## src/rtl/llm_seq_detector.sv

```systemverilog
// llm_seq_detector: ordered one-hot colour sequence detector with per-stage dwell timing and sticky deception flag
module llm_seq_detector #(
  parameter int NUM_STAGES = 3,
  parameter int TIMER_W    = 6,
  parameter int MIN_DWELL  = 2,
  parameter int TIMEOUT    = 40
) (
  input  logic                  clock,
  input  logic                  reset_n,
  input  logic [NUM_STAGES-1:0] color,
  input  logic                  clear,
  output logic [NUM_STAGES-1:0] a,
  output logic                  deception_out,
  output logic [3:0]            current_state,
  output logic [2:0]            stage_idx,
  output logic [TIMER_W-1:0]    timer
);
  typedef enum logic [3:0] {IDLE = 4'd0, TRACK = 4'd1, DONE = 4'd2, DECEPT = 4'd3} state_t;
  state_t                state, state_n;
  logic [NUM_STAGES-1:0] a_n, cur_oh, nxt_oh;
  logic [2:0]            idx_n;
  logic [TIMER_W-1:0]    tmr_n;
  logic                  dec_n, dwell_ok;
  assign current_state = state;
  always_ff @(posedge clock or negedge reset_n)
    if (!reset_n) begin
      state         <= IDLE;
      a             <= '0;
      stage_idx     <= '0;
      timer         <= '0;
      deception_out <= 1'b0;
    end else begin
      state         <= state_n;
      a             <= a_n;
      stage_idx     <= idx_n;
      timer         <= tmr_n;
      deception_out <= dec_n;
    end
  // the colour after the last stage is all-zero, so the final stage's exit shares the advance rule
  always_comb begin
    state_n  = state;
    a_n      = a;
    idx_n    = stage_idx;
    tmr_n    = timer;
    cur_oh   = NUM_STAGES'(1) << stage_idx;
    nxt_oh   = cur_oh << 1;
    dwell_ok = int'(timer) + 1 >= MIN_DWELL;
    if (clear) begin
      state_n = IDLE;
      a_n     = '0;
      idx_n   = '0;
      tmr_n   = '0;
    end else begin
      case (state)
        IDLE: begin
          tmr_n   = '0;
          idx_n   = '0;
          state_n = (color == NUM_STAGES'(1)) ? TRACK : IDLE;
        end
        TRACK:
          if (color == cur_oh) begin
            if (timer == TIMER_W'(TIMEOUT - 1)) state_n = DECEPT;
            else tmr_n = timer + 1'b1;
          end else if (color == nxt_oh && dwell_ok) begin
            a_n   = a | cur_oh;
            tmr_n = '0;
            if (nxt_oh == '0) state_n = DONE;
            else idx_n = stage_idx + 3'd1;
          end else state_n = DECEPT;
        DONE:
          if (color == NUM_STAGES'(1)) begin
            state_n = TRACK;
            a_n     = '0;
            idx_n   = '0;
            tmr_n   = '0;
          end else if (color != '0) state_n = DECEPT;
        DECEPT: state_n = DECEPT;
        default: state_n = IDLE;
      endcase
    end
    dec_n = state_n == DECEPT;
  end
endmodule
```

## config.mk

```make
export PLATFORM = sky130hd
export DESIGN_NAME = llm_seq_detector
export DESIGN_NICKNAME = d
export VERILOG_FILES = /design/src/rtl/llm_seq_detector.sv
export SDC_FILE = /design/constraint.sdc
export NUM_CORES = 1
export LEC_CHECK = 0
export ABC_AREA = 1
export BUFFER_PORTS_ARGS = -buffer_cell sky130_fd_sc_hd__buf_2
export CORE_ASPECT_RATIO = 0.75
export CORE_MARGIN = 3
export CORE_UTILIZATION = 45
export CTS_CLUSTER_DIAMETER = 60
export DETAILED_ROUTE_END_ITERATION = 16
export PLACE_DENSITY = 0.66
export RECOVER_POWER = 50
export SYNTH_ARGS = -nofsm -noshare
export SYNTH_HDL_FRONTEND = slang
export SYNTH_SLANG_ARGS = --single-unit
```

## constraint.sdc

```tcl
create_clock -name clock -period 3.7 [get_ports clock]
set_input_delay 0.37 -clock clock [delete_from_list [all_inputs] [get_ports clock]]
set_output_delay 0.37 -clock clock [all_outputs]
set_load 0.01 [all_outputs]
```

==> out/results.ini, run 1 <==
[power]
internal-power_uw = 241
ir_drop_uv = 222
p_sw_uw = 93.3
p_seq_frac = 0.568
switching_share = 0.279
p_leak_nw = 0.690
p_clk_frac = 0.326
power_density_mw_per_mm2 = 241
combinationalPowerShare = 0.105

[floorplan]
die-width_um = 65.6
num_rows = 15
chipHeight_um = 50.7
die-area_mm2 = 0.00332
core_mm2 = 0.00242
start_util = 0.495
io_pins = 23

[final_layout]
instances_no_fill = 221
diodes = 0
nets = 200
final_util = 0.572
drive_above_1_share = 0.203
fin_area_mm2 = 0.00138
syn2layout_area_growth_pct = 15.6

[hold_path]
hold-path-cell-count = 4
hold_path_class = input port to flip-flop
hp-start = clear
hold_path_end = current_state[1]

[routing]
wl_per_cell_um = 11.8
drtIter0Drc = 45
drc_errors = 0
vias = 1088
drt-total-wl_um = 2620
postRouteAntennaNets = 0
via_per_inst = 4.92
drtPass1Iterations = 4

[synth]
yosysTopAreaCell = dfrtp_1
ys_seq_area_frac = 0.355
synth_edf_count = 0
synth_cell_types = 26
synth_top_cells_by_count = nand2_1, inv_1, dfrtp_1, nor2_1, nand3_1
synthFlopType = dfrtp_1
yosys_warnings = 0
synth.area.top_cells = dfrtp_1, nand2_1, inv_1
yosys.area.top_type_share = 0.355
yosysMostFrequentCell = nand2_1
ys_ff_latch = 17
synth_area_mm2 = 0.00120
synthCells = 159
syn_avg_cell_area_um2 = 7.53
synth_async_sr_flop_share = 1.00

[clock_network]
cts.htree.levels = 1
clk_pin_slew_ps = 110
worstSkewPairLatency_ps = 300
cts_buffer_depth = 2
postCtsSetupBuffers = 0
cts_root_buf = clkbuf_4
cts_buffers = 3
cts.sinks = 17
cts_tree = yes

[grt]
grt_pass1_wl_um = 4510
use_met3 = 0.0604
overflow = 0
antenna_found_initial = 0
grt_max_degree = 18
gr-usage-met1 = 0.297
grt_pass1_vias = 947
grt_busiest_layer = met1
grt_usage = 0.180
use_met2 = 0.224

[critical_path]
crit_start = stage_idx[0]
timing.rr.end = a[0]
r2r-start = stage_idx[0]
cp.arrival_ps = 2130
path_delay_family = simple AND/OR/NAND/NOR gates
reg2reg_slack_ps = 1770
path_cells = inv_1, ha_1, inv_1, nor2_1, nand2_1, o211ai_1, nor2_1, nand2_1, nand2_2, nand3_2, nand2_1, o21ai_1
worstPathMaxFanout = 6
r2r.worst_path.cells = 12
cp_common_cell = nand2_1
cp-start-kind = flip-flop
path_class = flip-flop to flip-flop
crit_path_top_delay_cell = dfrtp_1
critPathMaxStageDelay_ps = 420
path_buf_inv = 2
required_ps = 3890
endpoint_kind = flip-flop

[sta]
relSlewSlack = 0.360
worstMarginPinSlew_ps = 959
setup_violations = 0
tns_ps = 0
rsz0062_at_grt = no
fmax_mhz = 517
skew_ps = 3.99
layout_min_cycle_time_ps = 1930
drv_slew = 0
finalHoldViolCount = 0
min_period_over_period = 0.522

[placement]
place_hpwl_um = 2100
dp.cells = 216
place_congestion = 0.896
place_area_mm2 = 0.00135
io_buffers = 22

[flow_run]
maxCapViolations = 0

[run_status]
status = completed

layout by cell type, fill, tap and decap left out, types with 3 or more instances in the layout:
master    Yosys  routed
dfrtp_1      17      17
nand2_1      42      42
clkbuf_4      0       3
nor2_1       11      11
ha_1          6       6
o21ai_0       9       9
nand2_4       3       3
inv_2         3       3
buf_2         0      14
clkbuf_1      0       8
inv_1        22      22
nand3_1      10      10
o211ai_1      4       4
nand3_2       3       3
o21ai_1       6       6
nand2_2       4       4
nand4_1       3       3
cells by family after synthesis:
logic type,after synthesis,share of synthesized area
AO/OA/AOI/OAI,20,0.0919
XOR/XNOR,4,0.0418
adder cells (fa/ha/maj),6,0.0627
buffers and inverters,26,0.0815
flip-flops,17,0.355
other,1,0.00313
AND/OR/NAND/NOR,85,0.364
per-stage QoR:
stage / total power [mW] / setup WS, ps / hold slack, ps
after floorplan: 0.213 / 2010 / 74.4
after global placement: 0.228 / 1890 / 319
after detailed placement: 0.228 / 1830 / 318
after CTS: 0.339 / 1800 / 476
after global routing: 0.349 / 1570 / 542
final: 0.334 / 1770 / 494
power groups by stage:
stage	sequential, mW	clock (mW)	combinational [mW]
after floorplan	0.194	0	0.0190
after detailed placement	0.193	0	0.0349
after CTS	0.190	0.113	0.0359
after global placement	0.193	0	0.0347
final	0.190	0.109	0.0352
after global routing	0.190	0.119	0.0399
final cells by class:
cell class / count / area, um2
Clock buffer: 3 / 22.5
Clock inverter: 1 / 7.51
Multi-Input combinational cell: 117 / 678
Sequential cell: 17 / 425
Fill cell: 228 / 1040
Inverter: 26 / 97.6
Timing Repair Buffer: 23 / 110
Tap cell: 34 / 42.5
metal layers:
layer | vias to the layer above | share of wire
met5 | - | 0
met4 | 0 | 0.0053
met3 | 2 | 0.073
met2 | 30 | 0.38
met1 | 495 | 0.54
li1 | 561 | -
state kept, by name, summed over array words and instances, names as in the netlist:
signal	count
stage_idx	3
timer	6
current_state	4
a	3
deception_out	1
worst min-delay path, delay by kind of cell:
| kind | cells | cell delay, ps |
|---|---|---|
| buffers and inverters | 3 | 300 |
| AND/OR/NAND/NOR | 1 | 100 |
worst max path at each step:
stage	endpoint	slack, ps	cells after the start
6_report	a[0]	1770	12
3_5_place_dp	a[1]	1830	12
2_1_floorplan	timer[0]	2010	11
4_1_cts	a[1]	1800	12
3_3_place_gp	a[1]	1890	12
5_1_grt	a[1]	1570	12
repair_timing:
action | 4_1_cts | 5_1_grt
endpoints found under the hold margin | 17 | 0
hold buffers | 1 | 0
gates resized for setup | 0 | 0
Power figures use the tool's default switching activity.
==> run 2: changes to the inputs <==
--- a/config.mk
+++ b/config.mk
@@ -5,14 +5,14 @@
 export SDC_FILE = /design/constraint.sdc
 export NUM_CORES = 1
 export LEC_CHECK = 0
-export ABC_AREA = 1
+export ABC_AREA = 0
 export BUFFER_PORTS_ARGS = -buffer_cell sky130_fd_sc_hd__buf_2
 export CORE_ASPECT_RATIO = 0.75
 export CORE_MARGIN = 3
 export CORE_UTILIZATION = 45
 export CTS_CLUSTER_DIAMETER = 60
 export DETAILED_ROUTE_END_ITERATION = 16
-export PLACE_DENSITY = 0.66
+export PLACE_DENSITY = 0.69
 export RECOVER_POWER = 50
 export SYNTH_ARGS = -nofsm -noshare
 export SYNTH_HDL_FRONTEND = slang
==> constraint.sdc (replaced) <==
create_clock -name clock -period 1.7 [get_ports clock]
set_input_delay 0.17 -clock clock [delete_from_list [all_inputs] [get_ports clock]]
set_output_delay 0.17 -clock clock [all_outputs]
set_load 0.01 [all_outputs]
==> out/results.ini, run 2 <==
[final_layout]
nets = 188  ; was 200
syn2layout_area_growth_pct = 58.3  ; was 15.6%
final_common_cell = buf_4  ; was nand2_1
final_util = 0.810  ; was 0.572
final_cell_mix = buf_4, buf_2, dfrtp_1  ; was nand2_1, inv_1, dfrtp_1
largest_register_ffs = 6  ; unchanged
n_fill_cell = 158  ; was 228
regMostFlops = timer  ; unchanged
diodes = 0  ; unchanged
fin_area_mm2 = 0.00176  ; was 0.00138 mm2
drive_above_1_share = 0.594  ; was 0.203

[grt]
grt_usage = 0.242  ; was 0.180
antenna_found_initial = 0  ; unchanged
grt_pass1_wl_um = 5870  ; was 4510 um
grt_max_degree = 18  ; unchanged
grt_pass1_vias = 1196  ; was 947
overflow = 0  ; unchanged

[floorplan]
die-area_mm2 = 0.00311  ; was 0.00332 mm2
start_util = 0.512  ; was 0.495
chipHeight_um = 49.0  ; was 50.7 um
core_mm2 = 0.00217  ; was 0.00242 mm2
num_rows = 14  ; was 15
io_pins = 23  ; unchanged
die-width_um = 63.4  ; was 65.6 um

[critical_path]
path_cells = inv_2, ha_4, nor4b_4, nand2_1, a31o_4, or4_4, nor3b_2, a211o_1  ; was inv_1, ha_1, inv_1, nor2_1, nand2_1, o211ai_1, nor2_1, nand2_1, nand2_2, nand3_2, nand2_1, o21ai_1
required_ps = 1940  ; was 3890 ps
cp.arrival_ps = 2520  ; was 2130 ps
path_class = flip-flop to flip-flop  ; unchanged
endpoint_kind = flip-flop  ; unchanged
path_delay_family = simple AND/OR/NAND/NOR gates  ; unchanged
cp-start-kind = flip-flop  ; unchanged
critPathMaxStageDelay_ps = 540  ; was 420 ps
crit_path_top_delay_cell = or4_4  ; was dfrtp_1
worstPathMaxFanout = 7  ; was 6
path_buf_inv = 1  ; was 2

[synth]
synth_cell_types = 52  ; was 26
yosysTopAreaCell = dfrtp_1  ; unchanged
synthFlopType = dfrtp_1  ; unchanged
ys_ff_latch = 17  ; unchanged
yosys_warnings = 0  ; unchanged
synth_top_cells_by_count = dfrtp_1, ha_1, inv_1, nor2_1, a22o_1  ; was nand2_1, inv_1, dfrtp_1, nor2_1, nand3_1
yosys.area.top_type_share = 0.383  ; was 0.355
synth.area.top_cells = dfrtp_1, ha_1, a22o_1  ; was dfrtp_1, nand2_1, inv_1
synth_edf_count = 0  ; unchanged
ys_seq_area_frac = 0.383  ; was 0.355
synthCells = 109  ; was 159
syn_avg_cell_area_um2 = 10.2  ; was 7.53 um2
yosysMostFrequentCell = dfrtp_1  ; was nand2_1
synth_async_sr_flop_share = 1.00  ; unchanged
synth_area_mm2 = 0.00111  ; was 0.00120 mm2

[hold_path]
hold_path_class = input port to flip-flop  ; unchanged

[power]
power_density_mw_per_mm2 = 406  ; was 241 mW/mm2
ir_drop_uv = 432  ; was 222 uV
p_leak_nw = 0.848  ; was 0.690 nW

[routing]
drtPass1Iterations = 4  ; unchanged
drtIter0Drc = 117  ; was 45
vias = 1158  ; was 1088
postRouteAntennaNets = 0  ; unchanged
wl_per_cell_um = 16.3  ; was 11.8 um
drt-total-wl_um = 3370  ; was 2620 um
via_per_inst = 5.59  ; was 4.92
drc_errors = 0  ; unchanged

[clock_network]
cts_buffer_depth = 2  ; unchanged
clk_pin_slew_ps = 100  ; was 110 ps
worstSkewPairLatency_ps = 300  ; about the same
cts_tree = yes  ; unchanged
cts.htree.levels = 1  ; unchanged
cts_root_buf = clkbuf_4  ; unchanged
cts.sinks = 17  ; unchanged
cts_buffers = 3  ; unchanged

[placement]
io_buffers = 22  ; unchanged
place_congestion = 0.887  ; was 0.896
place_area_mm2 = 0.00159  ; was 0.00135 mm2
place_hpwl_um = 2460  ; was 2100 um

[sta]
relSlewSlack = 0.406  ; was 0.360
drv_slew = 0  ; unchanged
setup_violations = 15  ; was 0
whs_ps = 290  ; was 494 ps
fin_ws_ps = -576  ; was 1770 ps
worstMarginPinSlew_ps = 891  ; was 959 ps
rsz0062_at_grt = yes  ; was no
skew_ps = 3.60  ; was 3.99 ps
finalHoldViolCount = 0  ; unchanged
fmax_mhz = 439  ; was 517 MHz
tns_ps = -6260  ; was 0 ps
layout_min_cycle_time_ps = 2280  ; was 1930 ps
min_period_over_period = 1.34  ; was 0.522

[run_status]
status = finished with violations  ; was completed
failed_checks = setup timing

[flow_run]
maxCapViolations = 0  ; unchanged

run 2: changes by cell type after synthesis, sizes merged, moves of 3 or more:
| cell | delta |
|---|---|
| nand3 | -10 |
| nor3b | +3 |
| a22o | +5 |
| inv | -19 |
| nand3b | -3 |
| nand2 | -44 |
| buf | +4 |
| nor2 | -8 |
| a31oi | +3 |
| o21ai | -9 |
| xnor2 | +3 |
| or3 | +3 |
run 2: power by group:
| part | total (mW) | switching, mW | internal (mW) |
|---|---|---|---|
| Sequential | 0.408 | 0.00156 | 0.407 |
| Combinational | 0.0852 | 0.0458 | 0.0394 |
| Clock | 0.220 | 0.129 | 0.0916 |
run 2: routing by layer:
layer	wire [um]	vias to the layer above	global-route usage
met1	1530	543	0.324
met3	246	14	0.0622
met5	0	-	0
met4	104	0	0.0789
li1	-	541	-
met2	1490	60	0.380
run 2: cell type report:
class	instances	area [um2]	area share
timing repair buffer	65	445	0.253
inverter	7	26.3	0.0149
tap	32	40.0	0.0228
multi-input combinational	82	791	0.450
clock buffer	4	26.3	0.0149
sequential	17	430	0.245
run 2: worst min-delay path: cells and delay by family:
| family | cells | cell delay (ps) |
|---|---|---|
| simple gates | 1 | 130 |
| buf+inv | 2 | 210 |
| compound gates | 1 | 40 |
run 2: path summary, 6_finish.rpt:
check | cells after the start | to | start | slack [ps]
hold reg to reg | 1 | a[2] | a[2] | 510
hold / removal | 4 | current_state[0] | clear | 290
setup / recovery | 8 | timer[2] | stage_idx[1] | -580
min in group asynchronous | 2 | timer[2] | reset_n | 510
max in group asynchronous | 2 | stage_idx[0] | reset_n | 580
setup reg to reg | 8 | timer[2] | stage_idx[1] | -580
run 2: kinds of logic after synthesis:
family | count (synthesis) | share of synthesized area
AOI/OAI and AO/OA | 33 | 0.230
xor gates and xnor gates | 6 | 0.0473
adders and majority gates | 6 | 0.0676
buffers and inverters | 11 | 0.0552
DFF | 17 | 0.383
muxes | 2 | 0.0203
other | 1 | 0.00338
and+or+nand+nor | 33 | 0.194
run 2: timing repair:
item                                    CTS  global route
setup buffers                             4             1
endpoints found under the setup margin   15            15
resized for setup                        15             3
hold endpoints to repair                 17             0
pin swaps                                 5             1
hold buffers                              1             0
run 2: through the flow:
stage               std cells  worst slack (ps)  power (mW)
floorplan                 110              -406       0.451
global placement          197              -421       0.488
detailed placement        197              -568       0.491
CTS                       206              -509       0.716
global route              207              -664       0.752
finish                    207              -576       0.714
